[src/rtl/scalar_reg_unit.sv]
// Loop-index execute stage: tracks i/j against bound n, flags wraps, loop end and illegal ops.
// Outputs are registered; a SETN stalls the op stream for one LOAD cycle while the new bound is applied.
module scalar_reg_unit #(
  parameter int W = 24
) (
  input  logic         clk,
  input  logic         rst_n,
  input  logic         op_valid,
  input  logic [1:0]   sca_reg_op,
  input  logic [W-1:0] imm,
  output logic         op_ready,
  output logic [W-1:0] i_out,
  output logic [W-1:0] j_out,
  output logic [W-1:0] n_out,
  output logic         i_wrap,
  output logic         j_wrap,
  output logic         loop_done,
  output logic         op_err
);

  typedef enum logic [1:0] {UNCFG, LOAD, RUN, DONE} state_t;

  localparam logic [1:0]   OP_INCRI = 2'b00;
  localparam logic [1:0]   OP_INCRJ = 2'b01;
  localparam logic [1:0]   OP_SETN  = 2'b10;
  localparam logic [W-1:0] ONE      = {{(W-1){1'b0}}, 1'b1};

  state_t       state, state_nxt;
  logic [W-1:0] pend, pend_nxt;
  logic [W-1:0] i_nxt, j_nxt, n_nxt;
  logic         iw_nxt, jw_nxt, err_nxt, done_nxt, ready_nxt;
  logic         accept;
  logic [W-1:0] last;

  assign accept = op_valid && op_ready;
  assign last   = n_out - ONE;

  always_ff @(posedge clk or negedge rst_n) begin
    if (!rst_n) state <= UNCFG;
    else        state <= state_nxt;
  end

  always_comb begin
    state_nxt = state;
    pend_nxt  = pend;
    i_nxt     = i_out;
    j_nxt     = j_out;
    n_nxt     = n_out;
    iw_nxt    = 1'b0;
    jw_nxt    = 1'b0;
    err_nxt   = 1'b0;
    done_nxt  = loop_done;
    case (state)
      LOAD: begin
        n_nxt     = pend;
        i_nxt     = '0;
        j_nxt     = '0;
        done_nxt  = 1'b0;
        state_nxt = RUN;
      end
      default: begin
        if (accept) begin
          case (sca_reg_op)
            OP_SETN: begin
              if (imm == '0) begin
                err_nxt = 1'b1;
              end else begin
                pend_nxt  = imm;
                state_nxt = LOAD;
              end
            end
            // Index ops are only meaningful inside an active loop.
            OP_INCRI: begin
              if (state != RUN) begin
                err_nxt = 1'b1;
              end else if (i_out == last) begin
                i_nxt  = '0;
                iw_nxt = 1'b1;
              end else begin
                i_nxt = i_out + ONE;
              end
            end
            OP_INCRJ: begin
              if (state != RUN) begin
                err_nxt = 1'b1;
              end else if (j_out == last) begin
                j_nxt     = '0;
                jw_nxt    = 1'b1;
                done_nxt  = 1'b1;
                state_nxt = DONE;
              end else begin
                j_nxt = j_out + ONE;
              end
            end
            default: ;
          endcase
        end
      end
    endcase
    ready_nxt = (state_nxt != LOAD);
  end

  always_ff @(posedge clk or negedge rst_n) begin
    if (!rst_n) begin
      pend      <= '0;
      i_out     <= '0;
      j_out     <= '0;
      n_out     <= '0;
      i_wrap    <= 1'b0;
      j_wrap    <= 1'b0;
      op_err    <= 1'b0;
      loop_done <= 1'b0;
      op_ready  <= 1'b1;
    end else begin
      pend      <= pend_nxt;
      i_out     <= i_nxt;
      j_out     <= j_nxt;
      n_out     <= n_nxt;
      i_wrap    <= iw_nxt;
      j_wrap    <= jw_nxt;
      op_err    <= err_nxt;
      loop_done <= done_nxt;
      op_ready  <= ready_nxt;
    end
  end

endmodule

[config.mk]
export PLATFORM = sky130hd
export DESIGN_NAME = scalar_reg_unit
export DESIGN_NICKNAME = d
export VERILOG_FILES = /design/src/rtl/scalar_reg_unit.sv
export SDC_FILE = /design/constraint.sdc
export NUM_CORES = 1
export LEC_CHECK = 0
export CAP_MARGIN = 5
export CORE_ASPECT_RATIO = 0.6
export CORE_MARGIN = 4
export CORE_UTILIZATION = 50
export CTS_CLUSTER_SIZE = 8
export DETAILED_ROUTE_END_ITERATION = 8
export DONT_BUFFER_PORTS = 1
export PLACE_DENSITY = 0.72
export REMOVE_ABC_BUFFERS = 1
export SLEW_MARGIN = 10
export SYNTH_ARGS = -nofsm -noshare
export SYNTH_HDL_FRONTEND = slang
export SYNTH_SLANG_ARGS = --single-unit
[constraint.sdc]
create_clock -name clk -period 4.2 [get_ports clk]
set_input_delay 0.42 -clock clk [delete_from_list [all_inputs] [get_ports clk]]
set_output_delay 0.42 -clock clk [all_outputs]
set_load 0.01 [all_outputs]
---- Word-level counts from Yosys, hierarchy flattened ----
Cells that the tools add are included.
Widths: inputs -> output; s select.
cells by class
  multiplexer cells ....................... 36
  reduce and logical (&&, ||, !) cells .... 12
  eq/ne operators ......................... 8
  bitwise operators ....................... 2
  $add $sub $neg .......................... 3
operator list
  kind                   number
  $mux 24                10
  $add 24x1->24 const B  2
  $eq 24x24->1           2
  $logic_not 24->1       1
  $sub 24x1->24 const B  1
  $mux 1                 19
  $mux 2                 5
  $reduce_and 4->1       2
  $reduce_bool 2->1      4
  $reduce_and 3->1       2
  $eq 2x1->1 const B     2
  $ne 2x1->1 const B     2
  $pmux 2 s2             1
  $eq 2x2->1 const B     1
  $logic_not 2->1        1
  $ne 2x2->1 const B     1
  $not 1->1              2
  $pmux 1 s2             1
  $reduce_or 2->1        1
  $logic_and 1x1->1      1
storage, ports and cells
  bits in registers ....................... 103

---- Longest topological paths before layout ----
  word-level depth ........................ 8
  gate-level depth with buffers ........... 13
  depth with buffers taken out ............ 11

---- Worst setup path after synthesis ----
No wires, ideal clock.
  kind .................................... flip-flop to flip-flop
  start ................................... reg n_out[0]
  end ..................................... reg i_out[20]
  required time ........................... 4074 ps
  cell stages (with the launch flop) ...... 13
  buffers on the path ..................... 1
  setup slack ............................. 966 ps
  setup time .............................. 126 ps
  period minus slack after synthesis ...... 3234 ps
  arrival ................................. 3108 ps
  cells stage by stage .................... dfrtp_1 > inv_1 > ha_1 > nor4b_2 > nand4_4 > or3_1 > a32o_2 > a2111oi_4 > nand3_1 > o21a_1 > buf_6 > and3_1 > a221o_1
between the ends
  longest elaborated chain between the ends .. 7
RTL lines
  element                   line  text
  start: declaration        14    output logic [W-1:0] n_out,
  start signal: assignment  118   n_out <= n_nxt;
  $sub 24x1->24             36    assign last = n_out - ONE;
  $eq 24x24->1              76    end else if (i_out == last) begin
  $mux 24                   76
  $mux 24                   74    if (state != RUN) begin
  $mux 24                   63    case (sca_reg_op)
  $mux 24                   62    if (accept) begin
  $mux 24                   53    case (state)
  end signal: assignment    116   i_out <= i_nxt;
  end: declaration          12    output logic [W-1:0] i_out,
No other way between the ends. The select of a mux whose other input is x is not followed.
A chain may end at the register's enable or synchronous reset.

---- Final worst setup path ----
  start ................................... reg n_out[0]
  end ..................................... reg i_out[10]
Same word-level chain as after synthesis.

==> parameters.txt <==
Parameter                              Value

Outcome
  Status    finished, final reports clean

Clocking
  # clock sinks    103
  Clock root buffer    sky130_fd_sc_hd__clkbuf_16
  Clock tree from TritonCTS    done
  Clock edge transition at the registers on the reported setup and hold paths    0.07 ns
  Inserted Clock Buffers    9
  Longest Clk Path Bufs    2
  Post-cts sizing count    0
  Post-CTS setup buffer count    0
  Worst-skew pair later-pin latency    0.36 ns
  Total number of H-tree levels    3
  Hold-fix buffers at CTS    1

Global route
  Pin count of the biggest net entering global routing    104
  Total track usage    24.5%
  Via count of the first global-routing pass    5164
  Number of antenna violations at the first check in global routing    2
  Grt total ovfl    0
  Wire length of the first global-routing pass    29.3 mm

STA
  Final critical-path setup slack    0.493 ns
  Final setup violating endpoints    0
  Crit path time final    3.71 ns
  Post-route setup TNS    0 ns
  Peak clock frequency supported by timing    0.270 GHz
  Clock skew after layout    0.0154 ns
  Max-slew violation total from the final report    0
  Pin slew with the least headroom to its limit    0.583 ns
  Final hold violation count    0
  Setup repair after global routing missed its margin    no
  Hold slack final    0.00702 ns
  Max_slew headroom    60.1%
  Final critical-path share of the clock period    88.3%

Logic synthesis
  #FFs+latches synth    103
  Dominant combinational cell family by area after synthesis    simple AND/OR/NAND/NOR gates
  Most used flip-flop cell after synthesis    sky130_fd_sc_hd__dfrtp_1
  Synthesized-area fraction occupied by xor and xnor cells    11.1%
  Complex-gate fraction of the synthesized area    11.6%
  Most common cell in the synthesized netlist    sky130_fd_sc_hd__dfrtp_1
  Average cell area after synthesis    9.40 sq um
  Post-Synth Simple-Gate Area    24.1%
  Adder-Cell Fraction of Synth Area    1.69%
  Portion of synthesized cell area occupied by the leading cell type    38.4%
  Largest cells by area after synthesis    sky130_fd_sc_hd__dfrtp_1 (38%), sky130_fd_sc_hd__mux2_2 (7.6%), sky130_fd_sc_hd__xnor2_1 (5.5%)
  Cells after Synth    708
  Cell taking the most area after synthesis    sky130_fd_sc_hd__dfrtp_1
  Yosys warns    0
  Sequential-to-total area share from yosys stat    38.8%
  Share of async-settable or async-resettable flops after synthesis    100%
  Leading post-synthesis cells by instance count    sky130_fd_sc_hd__dfrtp_1 (102), sky130_fd_sc_hd__nor2_1 (67), sky130_fd_sc_hd__nand2_1 (59)
  Post-synth EDFFs    0
  Cell Area, Synth    6650 sq um
  Multiplexer fraction of the synthesized cell area    8.52%
  Distinct cell type count of the synthesized netlist    75

Worst setup path
  Critical path launch point type    register
  Classification of the worst setup path    reg2reg
  Type of destination of the critical path    register
  Arrival time at the worst endpoint    3.95 ns
  Required time at the worst-slack endpoint    4.44 ns
  Reg-to-Reg Start    n_out[0]$_DFFE_PN0P_
  Critical path startpoint    n_out[0]$_DFFE_PN0P_
  Critical Path Fanout Max    43

Finish
  Reg area    2580 sq um
  Number of diodes    0
  Utilization after layout    54.9%
  Final layout net count    725
  Fill count    1128
  Fraction of layout instances using a drive strength above 1    14.7%
  Multi-input gate area in the final layout    3790 sq um
  Cell Count, Final, Fillers Out    862
  Area growth from synthesis to layout    6.66%
  Post-route design area    7100 sq um

Power and ir drop
  Power density over the cells    642 nW/um^2
  Share of total power in sequential cells    39.7%
  Switch share    43.8%
  Switching power summed over all nets    1.99 mW
  Gate power share    42.3%
  Fraction of power consumed by the clock network    18.1%
  Worst IR drop on VDD    482 uV
  Final total power    4.55 mW
  Leakage Power    2.95 nW
  Internal power    2.56 mW

Hold path
  Worst hold-check path type    in2async

Floorplanning
  Die W    157 um
  Placement row count    32
  Starting density of the core    51.5%
  Area of the placeable core    12900 sq um
  IO Count    106
  Vertical die dimension    97.4 um
  DIE AREA    15300 sq um

Place
  Placed inst area    6780 sq um
  Buffers added on ports    0
  Worst-case setup slack after placement    0.560 ns
  # placed instances    845
  Detailed-placement wirelength estimate    14.4 mm
  Last weighted congestion value of the routability-driven placer    0.959

Run
  # Max-Cap Violations    0

Routing
  Post-route antenna net violation count    0
  Detailed router's first-iteration violation count    796
  Final Routed Wirelength    18.9 mm
  Overall via count from detail_route    5548
  Final routed wire length divided by cell count    21.9 um
  DRC violations left    0
  Routed via count divided by cell count    6.44
  Router iterations before antenna repair    5
[cells in the final DEF, fill, tap and decap left out, types with 6 or more instances in the layout]
master and n:
sky130_fd_sc_hd__o21ai_0 28, sky130_fd_sc_hd__nor3_1 16, sky130_fd_sc_hd__nor2_1 67, sky130_fd_sc_hd__nand2_1 59, sky130_fd_sc_hd__a21oi_1 25, sky130_fd_sc_hd__dfrtp_1 102, sky130_fd_sc_hd__clkbuf_16 9, sky130_fd_sc_hd__a21o_1 6
sky130_fd_sc_hd__ha_1 9, sky130_fd_sc_hd__nor4_1 17, sky130_fd_sc_hd__nand3_1 32, sky130_fd_sc_hd__xnor2_1 42, sky130_fd_sc_hd__and3_1 18, sky130_fd_sc_hd__mux2i_1 6, sky130_fd_sc_hd__buf_4 15, sky130_fd_sc_hd__or2_2 8
sky130_fd_sc_hd__xor2_1 29, sky130_fd_sc_hd__or3_1 8, sky130_fd_sc_hd__a221o_1 8, sky130_fd_sc_hd__nand4_1 15, sky130_fd_sc_hd__mux2_2 45, sky130_fd_sc_hd__inv_1 17, sky130_fd_sc_hd__or4_1 7
[sequential cells by signal, indices dropped and copies added (netlist names)]
signal,cells
loop_done,1
op_err,1
pend,24
i_wrap,1
op_ready,1
i_out,24
j_out,24
j_wrap,1
n_out,24
state,2
[layout make-up]
cell class                 instances  share of cell area [%]
multi-input combinational        539                    53.4
sequential                       103                    36.3
clock buffer                      10                    3.23
tap                              170                    3.00
timing repair buffer              17                    2.26
inverter                          17                   0.899
clock inverter                     6                   0.882
[critical path, stage by stage, from the launching register on]
cell	delay, ns
sky130_fd_sc_hd__dfrtp_1	0.53
sky130_fd_sc_hd__inv_1	0.15
sky130_fd_sc_hd__ha_1	0.29
sky130_fd_sc_hd__nor4b_2	0.45
sky130_fd_sc_hd__nand4_4	0.19
sky130_fd_sc_hd__or3_1	0.41
sky130_fd_sc_hd__a32o_2	0.30
sky130_fd_sc_hd__a2111oi_4	0.30
sky130_fd_sc_hd__nand3_1	0.13
sky130_fd_sc_hd__o21a_1	0.22
sky130_fd_sc_hd__buf_12	0.18
sky130_fd_sc_hd__and3_1	0.18
sky130_fd_sc_hd__a221o_1	0.26
[cells by family after synthesis]
family | after synthesis
AO/OA/AOI/OAI | 110
XOR/XNOR | 76
adder cells (fa/ha/maj) | 9
buffers and inverters | 66
flip-flops | 103
multiplexers | 51
AND/OR/NAND/NOR | 293
[per-layer routing]
layer	vias to the layer above	share of wire, %	track usage, %
met5	-	0.037	0
met3	21	14	10.6
met4	2	1.1	4.67
met1	2703	43	35.5
li1	2511	-	-
met2	311	41	34.3
[power groups by stage]
stage	logic [mW]	clock network (mW)	registers (mW)
floorplan	1.32	0	1.71
global placement	1.81	0	1.78
detailed placement	1.85	0	1.81
CTS	1.89	0.835	1.79
global route	2.07	0.876	1.85
finish	1.92	0.822	1.81
[worst paths after layout]
path / to / depth (start not counted) / slack, ns
worst min-delay path: j_out[4]$_DFFE_PN0P_ / 1 / 0.007
min in group clk: pend[3]$_DFFE_PN0P_ / 1 / 0.20
max in group asynchronous: op_ready$_DFF_PN1_ / 1 / 3.83
worst max-delay path: i_out[10]$_DFFE_PN0P_ / 12 / 0.49
worst max register to register: i_out[10]$_DFFE_PN0P_ / 12 / 0.49
worst min register to register: n_out[13]$_DFFE_PN0P_ / 1 / 0.50
(Power assumes the default switching activity.)
